==> src/rtl/alu_op_sequencer.sv <==
// ---------------------------------------------------------------------------
// alu_op_sequencer
//
// Command-driven sequencer for the A/B operand registers, the ALU and the
// output register. One {a, b, sel} command is accepted over a valid/ready
// handshake. The datapath is then stepped: load A, load B, let the ALU
// settle, capture the result and strobe the output register. The captured
// {result, overflow} is returned over a second valid/ready handshake.
//
// Handshake rule (both channels): a transfer happens on a rising clk edge
// where valid and ready are both high. A producer holds valid and its data
// until that edge. The sequencer never waits on its own ready/valid to
// decide whether to raise the other one.
//
// Optional build macro: SEQ_OVF_TRAP_EN
//   defined   - returning a result with overflow set parks the sequencer
//               in TRAP until trap_clr is pulsed.
//   undefined - no trap; overflow is reported on res_ovf only, trap = 0.
//
// Parameters
//   WIDTH   operand/result width
//   SEL_W   ALU op-select width
//   SETTLE  cycles spent in EXEC before capture (>= 1)
//   CNT_W   width of the completed-operation counter
//
// Ports
//   clk, rst_n            datapath clock, async active-low reset
//   cmd_valid/cmd_ready   command handshake; cmd_a, cmd_b, cmd_sel payload
//   ld_data               data bus to the operand registers (0 when idle)
//   ld_a_en, ld_b_en      operand register enables (1-cycle pulses)
//   alu_sel               op select, held from the accepted command
//   alu_rout, alu_ovf     ALU result and overflow
//   out_en                output register enable strobe (1-cycle pulse)
//   res_valid/res_ready   result handshake; res_data, res_ovf payload
//   busy                  high in every state except IDLE
//   op_count              completed operations, wraps
//   trap, trap_clr        overflow trap status / clear
//   dbg_state             current FSM state, for checkers and debug
// ---------------------------------------------------------------------------
module alu_op_sequencer #(
    parameter int WIDTH  = 4,
    parameter int SEL_W  = 3,
    parameter int SETTLE = 1,
    parameter int CNT_W  = 8
) (
    input  logic             clk,
    input  logic             rst_n,
    input  logic             cmd_valid,
    output logic             cmd_ready,
    input  logic [WIDTH-1:0] cmd_a,
    input  logic [WIDTH-1:0] cmd_b,
    input  logic [SEL_W-1:0] cmd_sel,
    output logic [WIDTH-1:0] ld_data,
    output logic             ld_a_en,
    output logic             ld_b_en,
    output logic [SEL_W-1:0] alu_sel,
    input  logic [WIDTH-1:0] alu_rout,
    input  logic             alu_ovf,
    output logic             out_en,
    output logic             res_valid,
    input  logic             res_ready,
    output logic [WIDTH-1:0] res_data,
    output logic             res_ovf,
    output logic             busy,
    output logic [CNT_W-1:0] op_count,
    output logic             trap,
    input  logic             trap_clr,
    output logic [2:0]       dbg_state
);

    typedef enum logic [2:0] {
        S_IDLE = 3'd0,
        S_LD_A = 3'd1,
        S_LD_B = 3'd2,
        S_EXEC = 3'd3,
        S_CAPT = 3'd4,
        S_RESP = 3'd5,
        S_TRAP = 3'd6
    } state_t;

    // The settle counter only needs to hold SETTLE-1.
    localparam int SCW = (SETTLE > 1) ? $clog2(SETTLE) : 1;
    localparam logic [SCW-1:0] SETTLE_LAST = SCW'(SETTLE - 1);

    state_t           state;
    state_t           state_nx;
    logic             armed;     // low during reset so cmd_ready stays 0 there
    logic [WIDTH-1:0] a_q;
    logic [WIDTH-1:0] b_q;
    logic [SEL_W-1:0] sel_q;
    logic [SCW-1:0]   settle_cnt;
    logic             accept;

    assign accept = cmd_valid && cmd_ready;

    // -----------------------------------------------------------------------
    // State and datapath registers
    // -----------------------------------------------------------------------
    always_ff @(posedge clk or negedge rst_n) begin
        if (!rst_n) begin
            state      <= S_IDLE;
            armed      <= 1'b0;
            a_q        <= '0;
            b_q        <= '0;
            sel_q      <= '0;
            settle_cnt <= '0;
            res_data   <= '0;
            res_ovf    <= 1'b0;
            op_count   <= '0;
        end else begin
            state <= state_nx;
            armed <= 1'b1;

            if (accept) begin
                a_q   <= cmd_a;
                b_q   <= cmd_b;
                sel_q <= cmd_sel;
            end

            // Loaded on the way into EXEC; EXEC leaves once it reads 0.
            if (state == S_LD_B) begin
                settle_cnt <= SETTLE_LAST;
            end else if (state == S_EXEC && settle_cnt != '0) begin
                settle_cnt <= settle_cnt - SCW'(1);
            end

            if (state == S_CAPT) begin
                res_data <= alu_rout;
                res_ovf  <= alu_ovf;
                op_count <= op_count + CNT_W'(1);
            end
        end
    end

    // -----------------------------------------------------------------------
    // Next state and state-decoded outputs
    // -----------------------------------------------------------------------
    always_comb begin
        state_nx  = state;
        cmd_ready = 1'b0;
        ld_data   = '0;
        ld_a_en   = 1'b0;
        ld_b_en   = 1'b0;
        out_en    = 1'b0;
        res_valid = 1'b0;
        trap      = 1'b0;

        case (state)
            S_IDLE: begin
                cmd_ready = armed;
                if (cmd_valid && armed) begin
                    state_nx = S_LD_A;
                end
            end
            S_LD_A: begin
                ld_data  = a_q;
                ld_a_en  = 1'b1;
                state_nx = S_LD_B;
            end
            S_LD_B: begin
                ld_data  = b_q;
                ld_b_en  = 1'b1;
                state_nx = S_EXEC;
            end
            S_EXEC: begin
                if (settle_cnt == '0) begin
                    state_nx = S_CAPT;
                end
            end
            S_CAPT: begin
                out_en   = 1'b1;
                state_nx = S_RESP;
            end
            S_RESP: begin
                res_valid = 1'b1;
                if (res_ready) begin
`ifdef SEQ_OVF_TRAP_EN
                    state_nx = res_ovf ? S_TRAP : S_IDLE;
`else
                    state_nx = S_IDLE;
`endif
                end
            end
            S_TRAP: begin
`ifdef SEQ_OVF_TRAP_EN
                trap = 1'b1;
                if (trap_clr) begin
                    state_nx = S_IDLE;
                end
`else
                // Unreachable in this build; recover rather than stick.
                state_nx = S_IDLE;
`endif
            end
            default: begin
                state_nx = S_IDLE;
            end
        endcase
    end

`ifndef SEQ_OVF_TRAP_EN
    logic unused_trap_clr;
    assign unused_trap_clr = trap_clr;
`endif

    assign busy      = (state != S_IDLE);
    assign alu_sel   = sel_q;
    assign dbg_state = state;

endmodule
==> config.mk <==
export PLATFORM = sky130hd
export DESIGN_NAME = alu_op_sequencer
export DESIGN_NICKNAME = d
export VERILOG_FILES = /design/src/rtl/alu_op_sequencer.sv
export SDC_FILE = /design/constraint.sdc
export NUM_CORES = 1
export LEC_CHECK = 0
export CORE_MARGIN = 5
export CORE_UTILIZATION = 43
export DETAILED_ROUTE_END_ITERATION = 8
export PLACE_DENSITY = 0.84
export REMOVE_ABC_BUFFERS = 1
export SYNTH_ARGS = -nofsm -noshare
export SYNTH_HDL_FRONTEND = slang
export SYNTH_SLANG_ARGS = --single-unit
==> constraint.sdc <==
create_clock -name clk -period 2.14 [get_ports clk]
set_input_delay 0.428 -clock clk [delete_from_list [all_inputs] [get_ports clk]]
set_output_delay 0.428 -clock clk [all_outputs]
set_load 0.01 [all_outputs]
==> impl_metrics.tcl <==
set metrics [dict create \
    max_stage_delay_ns 0.53 \
    p_int_mw 1.686 \
    clock_skew_ns 0.007376 \
    p_leak_nw 0.8815 \
    drt_iter0_drc 20 \
    combPwrFrac 0.502 \
    synthAdderAreaFrac 0.009461 \
    grt_use_total 0.1468 \
    rsz0062_at_grt "false" \
    ys_seq_area_frac 0.5487 \
    critical_path_arrival_ns 1.64 \
    cap_viol_max_count 0 \
    place_area_um2 1836 \
    synth_xor_area_frac 0.04636 \
    gp_congestion 0.7575 \
    status "completed" \
    antenna_found_initial 0 \
    regArea_um2 728.2 \
    muxShareOfSynthArea 0.1731 \
    dr.pass1.iters 4 \
    cts_max_level 2 \
    yosys.area.top_type_share 0.5487 \
    via_count 966 \
    routed_wl_mm 2.842 \
    grt_pass1_vias 1017 \
    power_density_nw_per_um2 1312 \
    design_area_um2 1923 \
    wl_per_cell_um 15.04 \
    max_freq_ghz 0.4844 \
    synth_top_family_by_area "multiplexers" \
    hp-start "op_count[7]$_DFFE_PN0N_" \
    grt_remaining_overflow 0 \
    via_per_inst 5.111 \
    cts.clk_slew.worst_paths_ns 0.08 \
    critical-path-top-delay-family "buffers and inverters" \
    path_buf_inv 2 \
    detail-route-antenna-nets 0 \
    period_share 0.9646 \
    worst_ep_required_time_ns 1.71 \
    ir_drop_uv 724.0 \
    setup_tns_ns 0 \
    hold_violations 0 \
    r2r_setup_slack_ns 0.33 \
    multi_input_area_um2 554.3 \
    critPathLaunchType "register" \
    min_path_type "reg2reg" \
    syn_to_final_growth_pct 45.41 \
    final_core_util 0.6404 \
    end_kind "primary output" \
    slew_violations 0 \
    synth_area_leaders "dfrtp_1, mux2_4, mux2_2" \
    numCtsBuffers 5 \
    synth_warnings 0 \
    critPathLaunch "dbg_state[1]$_DFFE_PN0P_" \
    cts-root-buf "clkbuf_4" \
    synth_largest_area_cell "dfrtp_1" \
    grt_start_max_net_pins 30 \
    cts_sinks 29 \
    layout-drive-gt1-share 0.2821 \
    pin_count 51 \
    cts_max_path_buffers 2 \
    clock_latency_ns 0.32 \
    fp.coreArea_um2 3003 \
    die_area_um2 4285 \
    n_antenna_cell 0 \
    hpwl_mm 2.137 \
    worst_r2r_startpoint "dbg_state[2]$_DFFE_PN0P_" \
    die_y_um 65.46 \
    cts_tree "yes" \
    synth_area_um2 1323 \
    hold_slack_ns 0.4735 \
    seqPwrFrac 0.376 \
    num-fill-cells 254 \
    syn_inst 95 \
    grt_pass1_wl_mm 4.726 \
    power.clock.fraction 0.121 \
    p_sw_uw 837.7 \
    ys_types 30 \
    switching_share 0.3319 \
    portBuffers 48 \
    final_nets 177 \
    crit_fanout 6 \
    synth_area_per_cell_um2 13.92 \
    critical_path.cell_chain "nor3b_2, buf_4, clkdlybuf4s50_1" \
    fin_crit_ns 2.064 \
    synth-simple-area-share 0.1220 \
    drc_errors 0 \
    rows 20 \
    synth_compound_area_frac 0.05109 \
    start_util 0.4404 \
    critPathSlowestCell "clkdlybuf4s50_1" \
    ys_ff_latch 29 \
    die_w_um 65.46 \
    finalSetupViolations 0 \
    critPathKind "reg2out" \
]
[cell type report]
cell class / count / area share
multi-input cells: 60 / 0.2882
clock buffers: 6 / 0.02147
clock inverters: 2 / 0.005205
inverters: 1 / 0.001952
well taps: 33 / 0.02147
repair buffers: 58 / 0.2830
flip-flops and latches: 29 / 0.3787
[placed cells by master, fill, tap and decap left out, types with 2 or more instances in the layout]
cell type | netlist | routed
clkbuf_4 | 0 | 5
mux2_4 | 10 | 10
buf_4 | 3 | 10
conb_1 | 2 | 2
nand4_1 | 4 | 4
dfrtp_1 | 29 | 27
dfrtp_2 | 0 | 2
a22o_1 | 4 | 4
clkdlybuf4s50_1 | 0 | 39
clkinv_2 | 0 | 2
nor2_1 | 3 | 2
and3_1 | 2 | 2
xnor2_1 | 6 | 6
o21ai_0 | 2 | 2
nand2_1 | 4 | 4
nor2_4 | 1 | 2
dlygate4sd2_1 | 0 | 7
mux2_2 | 7 | 7
[worst paths after layout]
kind | endpoint | depth (start not counted)
min in group asynchronous | op_count[6]$_DFFE_PN0N_ | 2
worst min-delay path | op_count[7]$_DFFE_PN0N_ | 1
max in group asynchronous | dbg_state[1]$_DFFE_PN0P_ | 2
worst max register to register | alu_sel[0]$_DFFE_PN0P_ | 4
worst max-delay path | ld_a_en | 3
worst min register to register | op_count[7]$_DFFE_PN0N_ | 1
[worst reg2reg max path: stages (launching register included)]
cell and delay, ns:
dfrtp_1 0.41, buf_4 0.17, or3_4 0.35, nor2_4 0.39
mux2_2 0.39
[power by group through the flow]
stage                     Sequential, mW  Combinational (mW)  Clock [mW]
final                              0.950                1.27       0.306
after floorplan                     1.01               0.533           0
after global placement             0.942                1.22           0
after global routing               0.982                1.37       0.348
after CTS                          0.949                1.27       0.322
after detailed placement           0.951                1.26           0
[registers in the layout (all words and copies together), names as in the netlist]
| signal | cells |
|---|---|
| op_count | 8 |
| a_q | 4 |
| b_q | 4 |
| res_data | 4 |
| alu_sel | 3 |
| dbg_state | 3 |
| armed | 1 |
| res_ovf | 1 |
| settle_cnt | 1 |
[per-layer routing]
metal / wire (um) / GRT usage / up-vias
met5: 0 / 0 / -
met4: 51 / 0.06218 / 0
met3: 258 / 0.06667 / 6
met2: 1400 / 0.2453 / 43
met1: 1131 / 0.1602 / 469
li1: - / - / 448
[stage by stage]
stage               setup slack [ns]  instances  total power [mW]
floorplan                     0.3370         90             1.540
CTS                          0.02064        188             2.539
detailed placement           0.04586        177             2.210
finish                       0.07572        189             2.524
global placement             0.09826        177             2.166
global route                0.001933        189             2.696
[cells in the mapped netlist]
| cell type | n |
|---|---|
| dfrtp_1 | 29 |
| mux2_4 | 10 |
| mux2_2 | 7 |
| xnor2_1 | 6 |
| a22o_1 | 4 |
| nand2_1 | 4 |
| nand4_1 | 4 |
| buf_4 | 3 |
| nor2_1 | 3 |
| and3_1 | 2 |
| conb_1 | 2 |
| nand2b_1 | 2 |
| o21ai_0 | 2 |
| a211o_2 | 1 |
| a211oi_1 | 1 |
| a21oi_1 | 1 |
| and2_1 | 1 |
| and3b_1 | 1 |
| buf_12 | 1 |
| buf_6 | 1 |
| ha_1 | 1 |
| inv_1 | 1 |
| nand3b_1 | 1 |
| nor2_4 | 1 |
| nor2b_1 | 1 |
| nor3b_1 | 1 |
| nor3b_4 | 1 |
| or2b_1 | 1 |
| or3_4 | 1 |
| xor2_1 | 1 |
[logic make-up (layout without fill, tap and decap cells)]
group / Yosys count / in the layout
flip-flops: 29 / 29
AND/OR/NAND/NOR: 24 / 24
multiplexers: 17 / 17
AO/OA/AOI/OAI: 9 / 9
XOR/XNOR: 7 / 7
buffers and inverters: 6 / 67
other: 2 / 2
adder cells (fa/ha/maj): 1 / 1
[what timing repair did]
item                       in CTS  in global routing
setup buffers                   3                  1
gates resized for setup        13                  4
setup endpoints to repair       9                  3
pin swaps                       0                  1
hold buffers                    0                  0
(Power assumes the default switching activity.)
